===== src/rtl/ripple_count_monitor_pkg.sv =====
// Shared types and constants for the ripple counter monitor.
package ripple_count_monitor_pkg;

  // Default width of the accumulated event total.
  localparam int TOTAL_W_DEFAULT = 12;

  // Width of the upstream ripple counter being observed.
  localparam int UP_W = 4;

  typedef enum logic [1:0] {
    IDLE  = 2'd0,
    TRACK = 2'd1,
    ALERT = 2'd2
  } state_t;

  // Forward distance from old_v to new_v on a counter that wraps at 2^UP_W.
  // The subtraction wraps naturally in UP_W bits, so 15 -> 0 yields 1.
  function automatic logic [UP_W-1:0] mod_delta(input logic [UP_W-1:0] new_v,
                                                input logic [UP_W-1:0] old_v);
    return new_v - old_v;
  endfunction

endpackage


===== src/rtl/ripple_count_monitor_sync_ff_bus.sv =====
// Per-bit flop chain bringing an asynchronous bus into the clk domain.
module sync_ff_bus
  import ripple_count_monitor_pkg::*;
#(
  parameter int WIDTH = UP_W,
  parameter int DEPTH = 2
) (
  input  logic             clk,
  input  logic             reset,
  input  logic [WIDTH-1:0] d,
  output logic [WIDTH-1:0] q
);

  logic [WIDTH-1:0] stage [DEPTH];

  // Shift the raw bus through DEPTH flops; every stage clears on reset.
  // NOTE: every synchronizer stage is reset so no stale pre-reset value can
  // leak out as a bogus count once reset releases.
  always_ff @(posedge clk or posedge reset) begin
    if (reset) begin
      for (int i = 0; i < DEPTH; i++) stage[i] <= '0;
    end else begin
      stage[0] <= d;
      for (int i = 1; i < DEPTH; i++) stage[i] <= stage[i-1];
    end
  end

  assign q = stage[DEPTH-1];

endmodule


===== src/rtl/ripple_count_monitor.sv =====
// Watches an asynchronous 4-bit ripple counter, accumulates its advance into
// a saturating total and raises an alert once the total reaches a threshold.
module ripple_count_monitor
  import ripple_count_monitor_pkg::*;
#(
  parameter int TOTAL_W     = TOTAL_W_DEFAULT,
  parameter int SYNC_STAGES = 2
) (
  input  logic               clk,
  input  logic               reset,
  input  logic [UP_W-1:0]    a_in,
  input  logic               enable,
  input  logic [TOTAL_W-1:0] threshold,
  input  logic               ack,
  output logic [TOTAL_W-1:0] total,
  output logic               valid,
  output logic               overflow,
  output logic [UP_W-1:0]    sample
);

  // A single flop is not a synchronizer, so shallower requests are raised to 2.
  localparam int DEPTH = (SYNC_STAGES < 2) ? 2 : SYNC_STAGES;

  logic [UP_W-1:0]  sync_val;
  logic [UP_W-1:0]  filt_q;
  logic             accept;
  logic [UP_W-1:0]  delta;
  logic [UP_W-1:0]  add;
  logic [TOTAL_W:0] sum;
  logic             ack_take;
  state_t           state;
  state_t           state_next;

  sync_ff_bus #(
    .WIDTH (UP_W),
    .DEPTH (DEPTH)
  ) u_sync (
    .clk   (clk),
    .reset (reset),
    .d     (a_in),
    .q     (sync_val)
  );

  // Settle filter and delta: a synchronized value counts only once it has
  // been seen on two consecutive cycles, which hides mid-ripple codes.
  // NOTE: every signal driven here gets a value on every path, which is what
  // keeps combinational blocks from inferring latches.
  always_comb begin
    accept = (sync_val == filt_q);
    delta  = accept ? mod_delta(sync_val, sample) : '0;
    add    = enable ? delta : '0;
    sum    = {1'b0, total} + (TOTAL_W + 1)'(add);
  end

  // Next-state logic; an acknowledge only means something while alerting.
  always_comb begin
    state_next = state;
    ack_take   = 1'b0;
    unique case (state)
      IDLE: begin
        if (enable) state_next = TRACK;
      end
      TRACK: begin
        if (total >= threshold) state_next = ALERT;
        else if (!enable)       state_next = IDLE;
      end
      ALERT: begin
        if (ack) begin
          ack_take   = 1'b1;
          state_next = enable ? TRACK : IDLE;
        end
      end
      default: state_next = IDLE;
    endcase
  end

  // State register.
  // NOTE: sequential state uses non-blocking assignments so every flop
  // samples pre-edge values regardless of block ordering.
  always_ff @(posedge clk or posedge reset) begin
    if (reset) state <= IDLE;
    else       state <= state_next;
  end

  // Filter history and last accepted upstream value; the baseline follows
  // the upstream counter even while accumulation is disabled.
  always_ff @(posedge clk or posedge reset) begin
    if (reset) begin
      filt_q <= '0;
      sample <= '0;
    end else begin
      filt_q <= sync_val;
      if (accept) sample <= sync_val;
    end
  end

  // Saturating accumulator; an acknowledge restarts it from this cycle's delta.
  always_ff @(posedge clk or posedge reset) begin
    if (reset) begin
      total    <= '0;
      overflow <= 1'b0;
    end else if (ack_take) begin
      total    <= TOTAL_W'(add);
      overflow <= 1'b0;
    end else if (sum[TOTAL_W]) begin
      total    <= '1;
      overflow <= 1'b1;
    end else begin
      total    <= sum[TOTAL_W-1:0];
    end
  end

  // Alert is purely a decode of the state, so reset drops it at once.
  assign valid = (state == ALERT);

endmodule


===== config.mk =====
export PLATFORM = sky130hd
export DESIGN_NAME = ripple_count_monitor
export DESIGN_NICKNAME = d
export VERILOG_FILES = /design/src/rtl/ripple_count_monitor_pkg.sv /design/src/rtl/ripple_count_monitor_sync_ff_bus.sv /design/src/rtl/ripple_count_monitor.sv
export SDC_FILE = /design/constraint.sdc
export NUM_CORES = 1
export LEC_CHECK = 0
export CAP_MARGIN = 15
export CORE_MARGIN = 8
export CORE_UTILIZATION = 46
export DETAILED_ROUTE_END_ITERATION = 8
export GPL_TIMING_DRIVEN = 0
export PLACE_DENSITY = 0.75
export SLEW_MARGIN = 10
export SYNTH_ARGS = -nofsm -noshare
export SYNTH_HDL_FRONTEND = slang
export SYNTH_SLANG_ARGS = --single-unit
export TNS_END_PERCENT = 5

===== constraint.sdc =====
create_clock -name clk -period 2.5 [get_ports clk]
set_input_delay 0.25 -clock clk [delete_from_list [all_inputs] [get_ports clk]]
set_output_delay 0.25 -clock clk [all_outputs]
set_load 0.03 [all_outputs]

# --- After elaboration in Yosys (flattened, before gate mapping) ---
# Cells that the tools add are included.
# Widths: inputs -> output; s select.
op_classes:
  n_addsub: 2
  n_mul: 0
  n_div: 0
  order_cmp: 1
  n_eq_ne: 6
  n_shift: 0
  n_mux: 14
  bitwise_logic: 0
  reduce_logical: 3
ops:
  columns: ["cell", "count"]
  rows:
  - ["$mux 12", 2]
  - ["$add 12x4->13", 1]
  - ["$ge 12x12->1", 1]
  - ["$mux 2", 4]
  - ["$mux 4", 2]
  - ["$pmux 2 s3", 1]
  - ["$mux 1", 5]
  - ["$eq 4x4->1", 1]
  - ["$ne 2x2->1 const B", 2]
  - ["$sub 4x4->4", 1]
  - ["$ne 3x3->1 const B", 1]
  - ["$reduce_and 3->1", 1]
  - ["$eq 2x1->1 const B", 1]
  - ["$eq 2x2->1 const B", 1]
  - ["$logic_not 2->1", 1]
  - ["$reduce_bool 2->1", 1]
totals:
  reg_bits: 31
  latchBits: 0
  mem_bits_rw: 0
  rom_bits: 0
  input_bits: 20
  output_inout_bits: 18
  memories: 0

# --- Depth between registers and ports, before layout ---
# Gate-level depths: netlist of run 1.
depth:
  word_depth: 6
  ltp_mapped: 11
  depth_no_buf: 11

# --- Hierarchy ---
# A second synthesis of run 1 with hierarchy kept.
hier_totals:
  cells_unflattened: 178
  hier_area_um2: 1826.8
modules_own_cells:
  columns: ["mod", "n_inst", "cells_per_inst", "area_each_um2"]
  rows:
  - ["ripple_count_monitor", 1, 165, 1592.8]
  - ["sync_ff_bus", 1, 13, 234.0]

# --- Least setup slack after synthesis of run 1 ---
# OpenSTA, ideal clock, no wires.
synth_timing:
  path_kind: "reg-to-reg"
  startpoint: "reg sample[0]"
  endpoint: "reg total[7]"
  setup_ns: 0.138
  arrival_ns: 2.589
  required_time_ns: 2.362
  setup_slack_ns: -0.227
  stages_incl_launch_ff: 10
  n_path_buf: 0
  period_less_slack_ns: 2.727
  cell_sequence: "dfrtp_1 ha_1 inv_1 fa_1 and3_1 fa_1 a211oi_1 nor2_1 a21boi_0 a311oi_1"
synth_via:
  elab_chain_len: 6
synth_rtl:
  columns: ["element", "line_no", "text"]
  rows:
  - ["start: declaration", "ripple_count_monitor.sv:18", "output logic [UP_W-1:0] sample"]
  - ["start signal: assignment", "ripple_count_monitor.sv:93", "if (accept) sample <= sync_val;"]
  - ["$sub 4x4->4", "ripple_count_monitor_pkg.sv:20", "return new_v - old_v;"]
  - ["$mux 4", "ripple_count_monitor.sv:50", "delta = accept ? mod_delta(sync_val, sample) : '0;"]
  - ["$mux 4", "ripple_count_monitor.sv:51", "add = enable ? delta : '0;"]
  - ["$add 12x4->13", "ripple_count_monitor.sv:52", "sum = {1'b0, total} + (TOTAL_W + 1)'(add);"]
  - ["$mux 12", "ripple_count_monitor.sv:105", "end else if (sum[TOTAL_W]) begin"]
  - ["$mux 12", "ripple_count_monitor.sv:102", "end else if (ack_take) begin"]
  - ["end signal: assignment", "ripple_count_monitor.sv:103", "total <= TOTAL_W'(add);"]
  - ["end signal: assignment", "ripple_count_monitor.sv:109", "total <= sum[TOTAL_W-1:0];"]
  - ["end: declaration", "ripple_count_monitor.sv:15", "output logic [TOTAL_W-1:0] total,"]
# Every way passes these cells.
# A chain may end at the register's enable or synchronous reset.

# --- Final worst setup path of run 1 ---
layout_timing:
  startpoint: "reg u_sync.stage, in the netlist u_sync.q[0]"
  endpoint: "reg total[9]"
layout_via:
  elab_chain_len: 6
  word_cells_on_any_way: 7
  classes_between: "2 x add/sub; 1 x eq/ne; 4 x mux"
layout_rtl:
  columns: ["element", "line_no", "text"]
  rows:
  - ["start: declaration", "ripple_count_monitor_sync_ff_bus.sv:14", "logic [WIDTH-1:0] stage [DEPTH];"]
  - ["$sub 4x4->4 / $eq 4x4->1 (equally long branches)", "ripple_count_monitor_pkg.sv:20, ripple_count_monitor.sv:49", null]
  - ["$mux 4 *", "ripple_count_monitor.sv:50", null]
  - ["$mux 4 *", "ripple_count_monitor.sv:51", null]
  - ["$add 12x4->13 *", "ripple_count_monitor.sv:52", null]
  - ["$mux 12 *", "ripple_count_monitor.sv:105", null]
  - ["$mux 12 *", "ripple_count_monitor.sv:102", null]
# Every way passes the cells marked *; elsewhere a longest branch is shown, timed or not.

==> results.cfg, run 1 <==
[critical_path]
cp-endpoint = total[9]$_DFF_PP0_
reg2reg_from = u_sync.q[0]$_DFF_PP0_
path_depth = 10
reg2reg_to = total[9]$_DFF_PP0_
criticalPathCategory = reg -> reg
cp-end-kind = flop
worstPathRequired_ns = 2.69
r2r_cells = 10
path_max_fanout = 4
crit_chain = inv_1, ha_1, inv_1, fa_1, and3_4, ha_4, a211oi_4, o21bai_4, and2_4, a311oi_2
max_stage_delay_ns = 0.47
startpoint = u_sync.q[0]$_DFF_PP0_
cp-start-kind = flop
arrival_ns = 2.75
cpMaxStageDelayCell = fa_1
cp_common_cell = inv_1
crit_family = adder cells
cp_num_buf_inv = 2
r2r_slack_ns = -0.05

[power]
p_sw_share_pct = 38.6
clock_power_share_pct = 21.5
power.net_switching_mw = 0.725
ir_worst_vdd_mv = 0.657
seqPwrFrac_pct = 36.9
leakage_nw = 1.18
powerDensity_mw_per_mm2 = 732
pwr-share-comb_pct = 41.7
cellInternalPower_mw = 1.15

[placed_design]
portBuffers = 37
dp_hpwl_mm = 2.95
gp_congestion = 0.765
dp_cells = 263

[logic_synthesis]
syn_nets = 216
syn_inst = 175
syn-cell-area_mm2 = 0.00181
synth_edf_count = 0
yosys_warnings = 0
syn_avg_cell_area_um2 = 10.4
ys_async_sr_fraction_pct = 100
synth_ff_type = dfrtp_1
synth.ff_latch_count = 31
seq_area_frac_synth_pct = 42.8
synth.distinct_cells = 42

[routing]
num_vias = 1488
routed_wl_mm = 4.07
drtIter0Drc = 112
drc = 0
firstDrtPassIters = 4
vias_per_cell = 5.35
ant_nets = 0
routedWlPerCell_um = 14.6

[clocking]
clkLatencyLatePin_ns = 0.29
cts-root-buf = clkbuf_8
cts_sinks = 31
cts.clk_slew.worst_paths_ns = 0.08
cts_tree = done
htreeDepth = 2
cts.path.max_buffers = 2
numCtsBuffers = 5
postCtsHoldBufs = 0

[global_route]
grt_max_degree = 20
grt_use_met1_pct = 16.0
antenna_found_initial = 0
use_met3_pct = 4.85
grt_pass1_wl_mm = 6.58
top_usage_layer = met2
use_met2_pct = 20.7
grt_overflow = 0
grt_pass1_vias = 1465
grtUsageTotal_pct = 13.2

[finish]
fin_cells = 278
area_delta_synth_final_pct = 41.5
fin_util_pct = 66.1
nets = 268
nFillCells = 308
drive_above_1_share_pct = 19.3
diodes = 0

[sta]
clock_skew_ns = 0.0117
rsz0062_at_grt = true
drv_slew = 0
setup_viol = 6
layout_setup_ws_ns = -0.0531
worst_pin_slew_ns = 0.587
relSlewSlack_pct = 59.9
fin_tns_setup_ns = -0.0970
hold_viol_final = 0
max_freq_mhz = 392
fin_crit_ns = 2.55
period_share_pct = 102

[min_path]
hold_class = in -> async

[floorplan]
die_y_um = 78.8
start_util_pct = 46.7
pin_count = 38
coreArea_mm2 = 0.00388
dieArea_mm2 = 0.00621
rows = 23
die_w_um = 78.8

[outcome]
violations = setup timing
run_status = complete, but fails checks

[run]
max-cap-violations = 0
==> timing repair <==
| action | 4_1_cts | 5_1_grt |
|---|---|---|
| resized for setup | 11 | 9 |
| cloned | 0 | 0 |
| setup buffers | 3 | 4 |
| pin swaps | 7 | 11 |
| endpoints found under the setup margin | 13 | 13 |
==> synth_stat cells (2+ instances only) <==
cell type / number / share of area [%]
dfrtp_1: 31 / 43
inv_1: 20 / 4.1
ha_1: 19 / 13
nor2_1: 12 / 2.5
a21oi_1: 11 / 3.0
nand2_1: 8 / 1.7
xor2_1: 8 / 3.9
a21o_1: 5 / 2.1
a211oi_1: 4 / 1.7
and2_1: 4 / 1.4
nand3_1: 4 / 1.1
o21ai_0: 4 / 1.1
a2bb2oi_1: 3 / 1.4
a311oi_1: 3 / 1.4
nor2b_1: 3 / 1.0
nor3_1: 3 / 0.83
a221oi_1: 2 / 0.97
a31oi_1: 2 / 0.69
and3_1: 2 / 0.69
fa_1: 2 / 2.2
mux2_2: 2 / 1.2
nand2b_1: 2 / 0.69
xnor2_1: 2 / 0.97
==> worst min-delay path by stage <==
stage                              startpoint                         to  slack (ns)  cells after the start
floorplan                             a_in[0]  u_sync.stage[4]$_DFF_PP0_        0.28                      0
global placement    u_sync.stage[4]$_DFF_PP0_      u_sync.q[0]$_DFF_PP0_        0.33                      0
detailed placement  u_sync.stage[5]$_DFF_PP0_      u_sync.q[1]$_DFF_PP0_        0.34                      0
CTS                                     reset         total[1]$_DFF_PP0_        0.34                      2
global route        u_sync.stage[4]$_DFF_PP0_      u_sync.q[0]$_DFF_PP0_        0.36                      0
finish                                  reset         total[1]$_DFF_PP0_        0.32                      2
==> sequential cells by signal, summed over array words and instances (netlist names) <==
| name | cells |
|---|---|
| u_sync.stage | 4 |
| overflow | 1 |
| filt_q | 4 |
| sample | 4 |
| u_sync.q | 4 |
| state | 2 |
| total | 12 |
==> power groups by stage <==
| stage | logic (mW) | registers (mW) | clock network (mW) |
|---|---|---|---|
| after floorplan | 0.335 | 0.818 | 0 |
| after global placement | 0.708 | 0.692 | 0 |
| after detailed placement | 0.731 | 0.693 | 0 |
| after CTS | 0.761 | 0.685 | 0.416 |
| after global routing | 0.856 | 0.707 | 0.436 |
| final | 0.783 | 0.693 | 0.403 |
==> layout by cell type (no fill, tap or decap), types with 2 or more instances in the layout <==
| master | Yosys | final |
|---|---|---|
| dfrtp_2 | 0 | 3 |
| dfrtp_1 | 31 | 28 |
| a2bb2oi_1 | 3 | 3 |
| a21oi_1 | 11 | 11 |
| a211oi_1 | 4 | 2 |
| inv_1 | 20 | 20 |
| and2_1 | 4 | 3 |
| o21ai_0 | 4 | 3 |
| buf_4 | 0 | 6 |
| nor3_1 | 3 | 3 |
| a31oi_1 | 2 | 2 |
| clkdlybuf4s50_1 | 0 | 37 |
| a311oi_2 | 0 | 2 |
| nor2b_1 | 3 | 3 |
| ha_1 | 19 | 15 |
| nand2_1 | 8 | 8 |
| mux2_2 | 2 | 2 |
| and3_4 | 0 | 2 |
| nand2b_1 | 2 | 2 |
| xor2_1 | 8 | 8 |
| clkinvlp_4 | 0 | 2 |
| clkbuf_8 | 0 | 5 |
| a211oi_4 | 0 | 2 |
| a21o_1 | 5 | 5 |
| ha_4 | 0 | 3 |
| nor2_1 | 12 | 11 |
| xnor2_1 | 2 | 2 |
| nand3_1 | 4 | 4 |
==> worst reg2reg max path, delay by kind of cell, from the launching register on <==
| kind | cells | cell delay (ns) |
|---|---|---|
| simple gates | 2 | 0.40 |
| fa+ha+maj | 3 | 0.83 |
| compound gates | 3 | 0.70 |
| flops | 1 | 0.42 |
| buf+inv | 2 | 0.12 |
==> routing by layer <==
layer | vias up | wire, um
met4 | 0 | 49
li1 | 724 | -
met1 | 719 | 1830
met5 | - | 0
met2 | 39 | 1910
met3 | 6 | 280
==> final cells by class <==
| cell class | instances | area [um2] | share of cell area, % |
|---|---|---|---|
| multi-input cells | 123 | 1090 | 42.5 |
| flip-flops and latches | 31 | 779 | 30.4 |
| repair buffers | 45 | 463 | 18.0 |
| inverters | 20 | 75.1 | 2.92 |
| clock buffers | 5 | 68.8 | 2.68 |
| well taps | 50 | 62.6 | 2.44 |
| clock inverters | 3 | 23.8 | 0.926 |
| plain buffers | 1 | 3.75 | 0.146 |
==> through the flow <==
step	total power, mW	hold WS (ns)	setup WS [ns]	area (um2)
final	1.88	0.322	-0.0531	2570
after global routing	2.00	0.357	-0.188	2570
after CTS	1.86	0.337	-0.0418	2470
after detailed placement	1.42	0.336	-0.449	2310
after global placement	1.40	0.335	-0.362	2280
after floorplan	1.15	0.281	-0.00480	1850
==> cells by family (layout without fill, tap and decap cells) <==
group / Yosys count / after routing / share of synthesized area (%)
AO/OA/AOI/OAI: 43 / 43 / 16.8
XOR/XNOR: 10 / 10 / 4.83
adder cells (fa/ha/maj): 21 / 21 / 15.3
buffers and inverters: 21 / 74 / 4.34
flip-flops: 31 / 31 / 42.8
multiplexers: 3 / 3 / 1.79
AND/OR/NAND/NOR: 46 / 46 / 14.2
Power figures use the tool's default switching activity.
==> run 2: changes to the inputs <==
--- a/config.mk
+++ b/config.mk
@@ -7,10 +7,10 @@
 export LEC_CHECK = 0
 export CAP_MARGIN = 15
 export CORE_MARGIN = 8
-export CORE_UTILIZATION = 46
+export CORE_UTILIZATION = 45
 export DETAILED_ROUTE_END_ITERATION = 8
 export GPL_TIMING_DRIVEN = 0
-export PLACE_DENSITY = 0.75
+export PLACE_DENSITY = 0.74
 export SLEW_MARGIN = 10
 export SYNTH_ARGS = -nofsm -noshare
 export SYNTH_HDL_FRONTEND = slang
==> run 2 against run 1 <==
- the flow still finishes with violations (setup timing)
- sequential power increased by 0.7%
- worst setup slack improved by 0.011 ns
- worst hold slack improved by 0.027 ns
- via count decreased by 1.3%
- final area increased by 0.34%
- clock power decreased by 5.5%
- critical endpoint is now total[11]$_DFF_PP0_
==> results.cfg, run 2 (synthesis gave the netlist of run 1 again) <==
[sta]
clock_skew_ns = 0.00370
rsz0062_at_grt = true
worst_pin_slew_ns = 0.729
holdWs_ns = 0.348
drv_slew = 0
setup_viol = 3
hold_viol_final = 0
period_share_pct = 102
fin_crit_ns = 2.54
relSlewSlack_pct = 51.4
layout_setup_ws_ns = -0.0420
fin_tns_setup_ns = -0.0751
max_freq_mhz = 393

[critical_path]
cpMaxStageDelayCell = fa_1
crit_family = adder cells
max_stage_delay_ns = 0.47
arrival_ns = 2.73
cp_num_buf_inv = 2
crit_chain = inv_1, ha_1, inv_1, fa_1, and3_4, ha_4, a211oi_4, o21bai_2, and2_4, a311oi_2
cp-end-kind = flop
path_max_fanout = 4
cp-start-kind = flop
criticalPathCategory = reg -> reg
worstPathRequired_ns = 2.69
cp_common_cell = inv_1

[clocking]
cts_tree = done
cts.path.max_buffers = 2
postCtsHoldBufs = 0
cts-root-buf = clkbuf_8
cts.clk_slew.worst_paths_ns = 0.07
clkLatencyLatePin_ns = 0.28
htreeDepth = 2
cts_sinks = 31
numCtsBuffers = 5

[finish]
final_cell_mix = clkdlybuf4s50_1, dfrtp_1, inv_1, ha_1, nor2_1
area_delta_synth_final_pct = 42.0
design_area_mm2 = 0.00258
nets = 268
fin_cells = 278
layout_commonest_cell = clkdlybuf4s50_1
diodes = 0
drive_above_1_share_pct = 21.1
largest_register_ff_count = 12
largest_register = total

[global_route]
grt_max_degree = 17
grtUsageTotal_pct = 13.5
grt_overflow = 0
antenna_found_initial = 0
grt_pass1_vias = 1515
grt_pass1_wl_mm = 6.80

[floorplan]
coreArea_mm2 = 0.00394
rows = 23
die_y_um = 79.5
dieArea_mm2 = 0.00632
pin_count = 38
start_util_pct = 46.0
die_w_um = 79.5

[placed_design]
dp_cells = 263
dp_hpwl_mm = 2.96
placed_area_mm2 = 0.00231
gp_congestion = 0.764
portBuffers = 37

[run]
max-cap-violations = 0

[power]
ir_worst_vdd_mv = 0.514
fin_total_pwr_mw = 1.88
powerDensity_mw_per_mm2 = 731
leakage_nw = 1.17

[routing]
ant_nets = 0
drc = 0
routedWlPerCell_um = 14.6
firstDrtPassIters = 5
drtIter0Drc = 93
routed_wl_mm = 4.06
vias_per_cell = 5.28
num_vias = 1468

[min_path]
hold_class = reg -> reg

[outcome]
violations = setup timing
run_status = complete, but fails checks
[run 2: worst register-to-register path: stages, from the launching register on]
cell and delay (ns):
dfrtp_1 0.40, inv_1 0.07, ha_1 0.14, inv_1 0.05, fa_1 0.48, and3_4 0.21, ha_4 0.21, a211oi_4 0.27
o21bai_2 0.15, and2_4 0.21, a311oi_2 0.26
[run 2: final timing paths]
kind	slack, ns	end	depth (start not counted)	startpoint
max	-0.04	total[11]$_DFF_PP0_	10	u_sync.q[0]$_DFF_PP0_
min	0.35	u_sync.q[3]$_DFF_PP0_	0	u_sync.stage[7]$_DFF_PP0_
max reg2reg	-0.04	total[11]$_DFF_PP0_	10	u_sync.q[0]$_DFF_PP0_
min reg2reg	0.35	u_sync.q[3]$_DFF_PP0_	0	u_sync.stage[7]$_DFF_PP0_
max in group asynchronous	1.58	sample[0]$_DFFE_PP0N_	3	reset
min in group asynchronous	0.39	total[5]$_DFF_PP0_	2	reset
[run 2: timing repair]
item,in CTS,in global routing
setup buffers,7,0
pin swaps,11,5
endpoints found under the setup margin,13,13
cloned,0,0
resized for setup,15,9
[run 2: metrics by stage]
| stage | utilization [%] | worst slack [ns] |
|---|---|---|
| 5_1_grt | 65.3 | -0.144 |
| 6_report | 65.3 | -0.0420 |
| 4_1_cts | 64.1 | -0.0195 |
| 3_5_place_dp | 58.6 | -0.377 |
| 3_3_place_gp | 57.9 | -0.396 |
| 2_1_floorplan | - | -0.00480 |
[run 2: cell type report]
cell class / instances / area, um2
Fill cell: 319 / 1370
Clock buffer: 5 / 68.8
Tap cell: 50 / 62.6
Inverter: 20 / 75.1
Timing Repair Buffer: 45 / 450
Buffer: 1 / 3.75
Sequential cell: 31 / 779
Multi-Input combinational cell: 123 / 1120
Clock inverter: 3 / 20.0
[run 2: layer usage]
| metal | wire length (um) | global-route usage [%] | vias up | share of wire, % |
|---|---|---|---|---|
| li1 | - | - | 726 | - |
| met1 | 1740 | 15.0 | 697 | 43 |
| met2 | 2040 | 23.5 | 39 | 50 |
| met3 | 229 | 4.62 | 6 | 5.6 |
| met4 | 52 | 4.44 | 0 | 1.3 |
| met5 | 0 | 0 | - | 0 |
[run 2: power by group]
group	internal (mW)	switching [mW]	total, mW
sequential	0.586	0.112	0.698
clock	0.193	0.188	0.381
combinational	0.386	0.417	0.803
total	1.17	0.717	1.88
==> run 3: changes to the inputs <==
--- a/config.mk
+++ b/config.mk
@@ -9,7 +9,6 @@
 export CORE_MARGIN = 8
 export CORE_UTILIZATION = 45
 export DETAILED_ROUTE_END_ITERATION = 8
-export GPL_TIMING_DRIVEN = 0
 export PLACE_DENSITY = 0.74
 export SLEW_MARGIN = 10
 export SYNTH_ARGS = -nofsm -noshare
==> run 3 against run 2 <==
- the flow still finishes with violations (setup timing)
- worst hold slack improved by 0.0087 ns
- die area did not move
- final cell count rose by 2.2%
- register-to-register slack barely moved
- count of clock-buffer cells in the layout rose by 1
- worst setup slack improved by 0.0044 ns
- sequential power barely moved
- highest routed layer unchanged
- power rose by 8.2%
- critical endpoint is now total[7]$_DFF_PP0_
- non-clock buffer count rose by 6
==> results.cfg, run 3 (synthesis gave the netlist of run 1 again) <==
[outcome]
run_status = complete, but fails checks
violations = setup timing

[critical_path]
arrival_ns = 2.71
crit_family = adder cells
crit_chain = inv_1, ha_2, inv_2, fa_2, xor2_1, and3_4, ha_4, o21ai_2, o21bai_2, buf_4, a31oi_1, a311oi_1
r2r_cells = 12
path_max_fanout = 5
cpMaxStageDelayCell = dfrtp_1
path_depth = 12
cp-start-kind = flop
max_stage_delay_ns = 0.40
worstPathRequired_ns = 2.68
cp-end-kind = flop
criticalPathCategory = reg -> reg
cp_num_buf_inv = 3

[routing]
vias_per_cell = 5.22
firstDrtPassIters = 4
num_vias = 1482
drc = 0
routedWlPerCell_um = 15.7
drtIter0Drc = 90
routed_wl_mm = 4.47
ant_nets = 0

[global_route]
grt_max_degree = 20
antenna_found_initial = 0
grt_overflow = 0
grt_pass1_wl_mm = 7.55
grt_pass1_vias = 1574
grtUsageTotal_pct = 15.0

[floorplan]
die_y_um = 79.5
start_util_pct = 46.0
dieArea_mm2 = 0.00632
pin_count = 38
rows = 23
coreArea_mm2 = 0.00394
die_w_um = 79.5

[sta]
max_freq_mhz = 394
worst_pin_slew_ns = 0.663
drv_slew = 0
layout_setup_ws_ns = -0.0376
period_share_pct = 102
hold_viol_final = 0
rsz0062_at_grt = true
relSlewSlack_pct = 54.7
setup_viol = 5
clock_skew_ns = 0.00321
fin_crit_ns = 2.54

[finish]
final_cell_mix = clkdlybuf4s50_1, dfrtp_1, inv_1, buf_4, ha_1
design_area_mm2 = 0.00264
nets = 274
fin_util_pct = 66.9
largest_register = total
diodes = 0
largest_register_ff_count = 12
layout_commonest_cell = clkdlybuf4s50_1
drive_above_1_share_pct = 25.6
area_delta_synth_final_pct = 45.4

[clocking]
postCtsHoldBufs = 0
cts-root-buf = clkbuf_8
cts.path.max_buffers = 2
cts_tree = done
cts.clk_slew.worst_paths_ns = 0.06
numCtsBuffers = 5
htreeDepth = 2
cts_sinks = 31
clkLatencyLatePin_ns = 0.28

[placed_design]
portBuffers = 37
placed_area_mm2 = 0.00237
dp_hpwl_mm = 3.31
gp_congestion = 0.814

[power]
leakage_nw = 1.20
ir_worst_vdd_mv = 0.501
powerDensity_mw_per_mm2 = 772

[min_path]
hold_depth = 0
hold_class = reg -> reg

[run]
max-cap-violations = 0
## run 3: cell count changes in the layout (fill, tap and decap cells not counted), sizes merged
cell      previous run  this run
buf                  8        15
bufinv               0         1
clkinvlp             2         0
## run 3: stage by stage
stage / setup slack (ns) / power (mW) / hold slack [ns] / setup TNS [ns] / std cells
final: -0.0376 / 2.04 / 0.357 / -0.0988 / 284
after global routing: -0.129 / 2.16 / 0.375 / -1.09 / 284
after CTS: -0.0361 / 2.01 / 0.365 / -0.178 / 284
after detailed placement: -0.162 / 1.46 / 0.342 / -0.795 / 273
after global placement: -0.0628 / 1.44 / 0.332 / -0.112 / 273
after floorplan: -0.00480 / 1.15 / 0.281 / -0.00480 / 175
## run 3: worst paths after layout
check                                          start  slack (ns)               endpoint
min reg2reg                u_sync.stage[4]$_DFF_PP0_        0.36  u_sync.q[0]$_DFF_PP0_
min in group asynchronous                      reset        0.37   state[1]$_DFFE_PP0P_
max                            u_sync.q[0]$_DFF_PP0_       -0.04     total[7]$_DFF_PP0_
max in group asynchronous                      reset        1.49     total[2]$_DFF_PP0_
min                        u_sync.stage[4]$_DFF_PP0_        0.36  u_sync.q[0]$_DFF_PP0_
max reg2reg                    u_sync.q[0]$_DFF_PP0_       -0.04     total[7]$_DFF_PP0_
## run 3: per-layer routing
metal / global-route usage [%] / up-vias / share of wire (%)
li1: - / 730 / -
met1: 16.6 / 709 / 41
met2: 26.4 / 35 / 52
met3: 3.27 / 8 / 5.0
met4: 7.22 / 0 / 1.7
met5: 0 / - / 0
## run 3: power breakdown
group          internal [mW]  switching (mW)
combinational          0.399           0.431
sequential             0.586           0.113
clock                  0.322           0.184
## run 3: cell type report
class | count | area (um2)
clock buffers | 6 | 82.6
clock inverters | 2 | 35.0
fillers | 317 | 1300
inverters | 20 | 75.1
multi-input cells | 123 | 1120
flip-flops and latches | 31 | 781
well taps | 50 | 62.6
repair buffers | 52 | 487
## run 3: repair_timing
item                                    in CTS  in global routing
endpoints found under the setup margin      12                 13
buffers inserted                             3                  0
pin swaps                                   13                  4
endpoints found under the hold margin        0                  0
resized for setup                           15                 12
## run 3: worst reg2reg max path, delay by kind of cell, from the launching register on
family | cells | cell delay [ns]
AO/OA/AOI/OAI | 4 | 0.61
XOR/XNOR | 1 | 0.16
adder cells (fa/ha/maj) | 3 | 0.81
buffers and inverters | 3 | 0.26
flip-flops | 1 | 0.40
AND/OR/NAND/NOR | 1 | 0.20
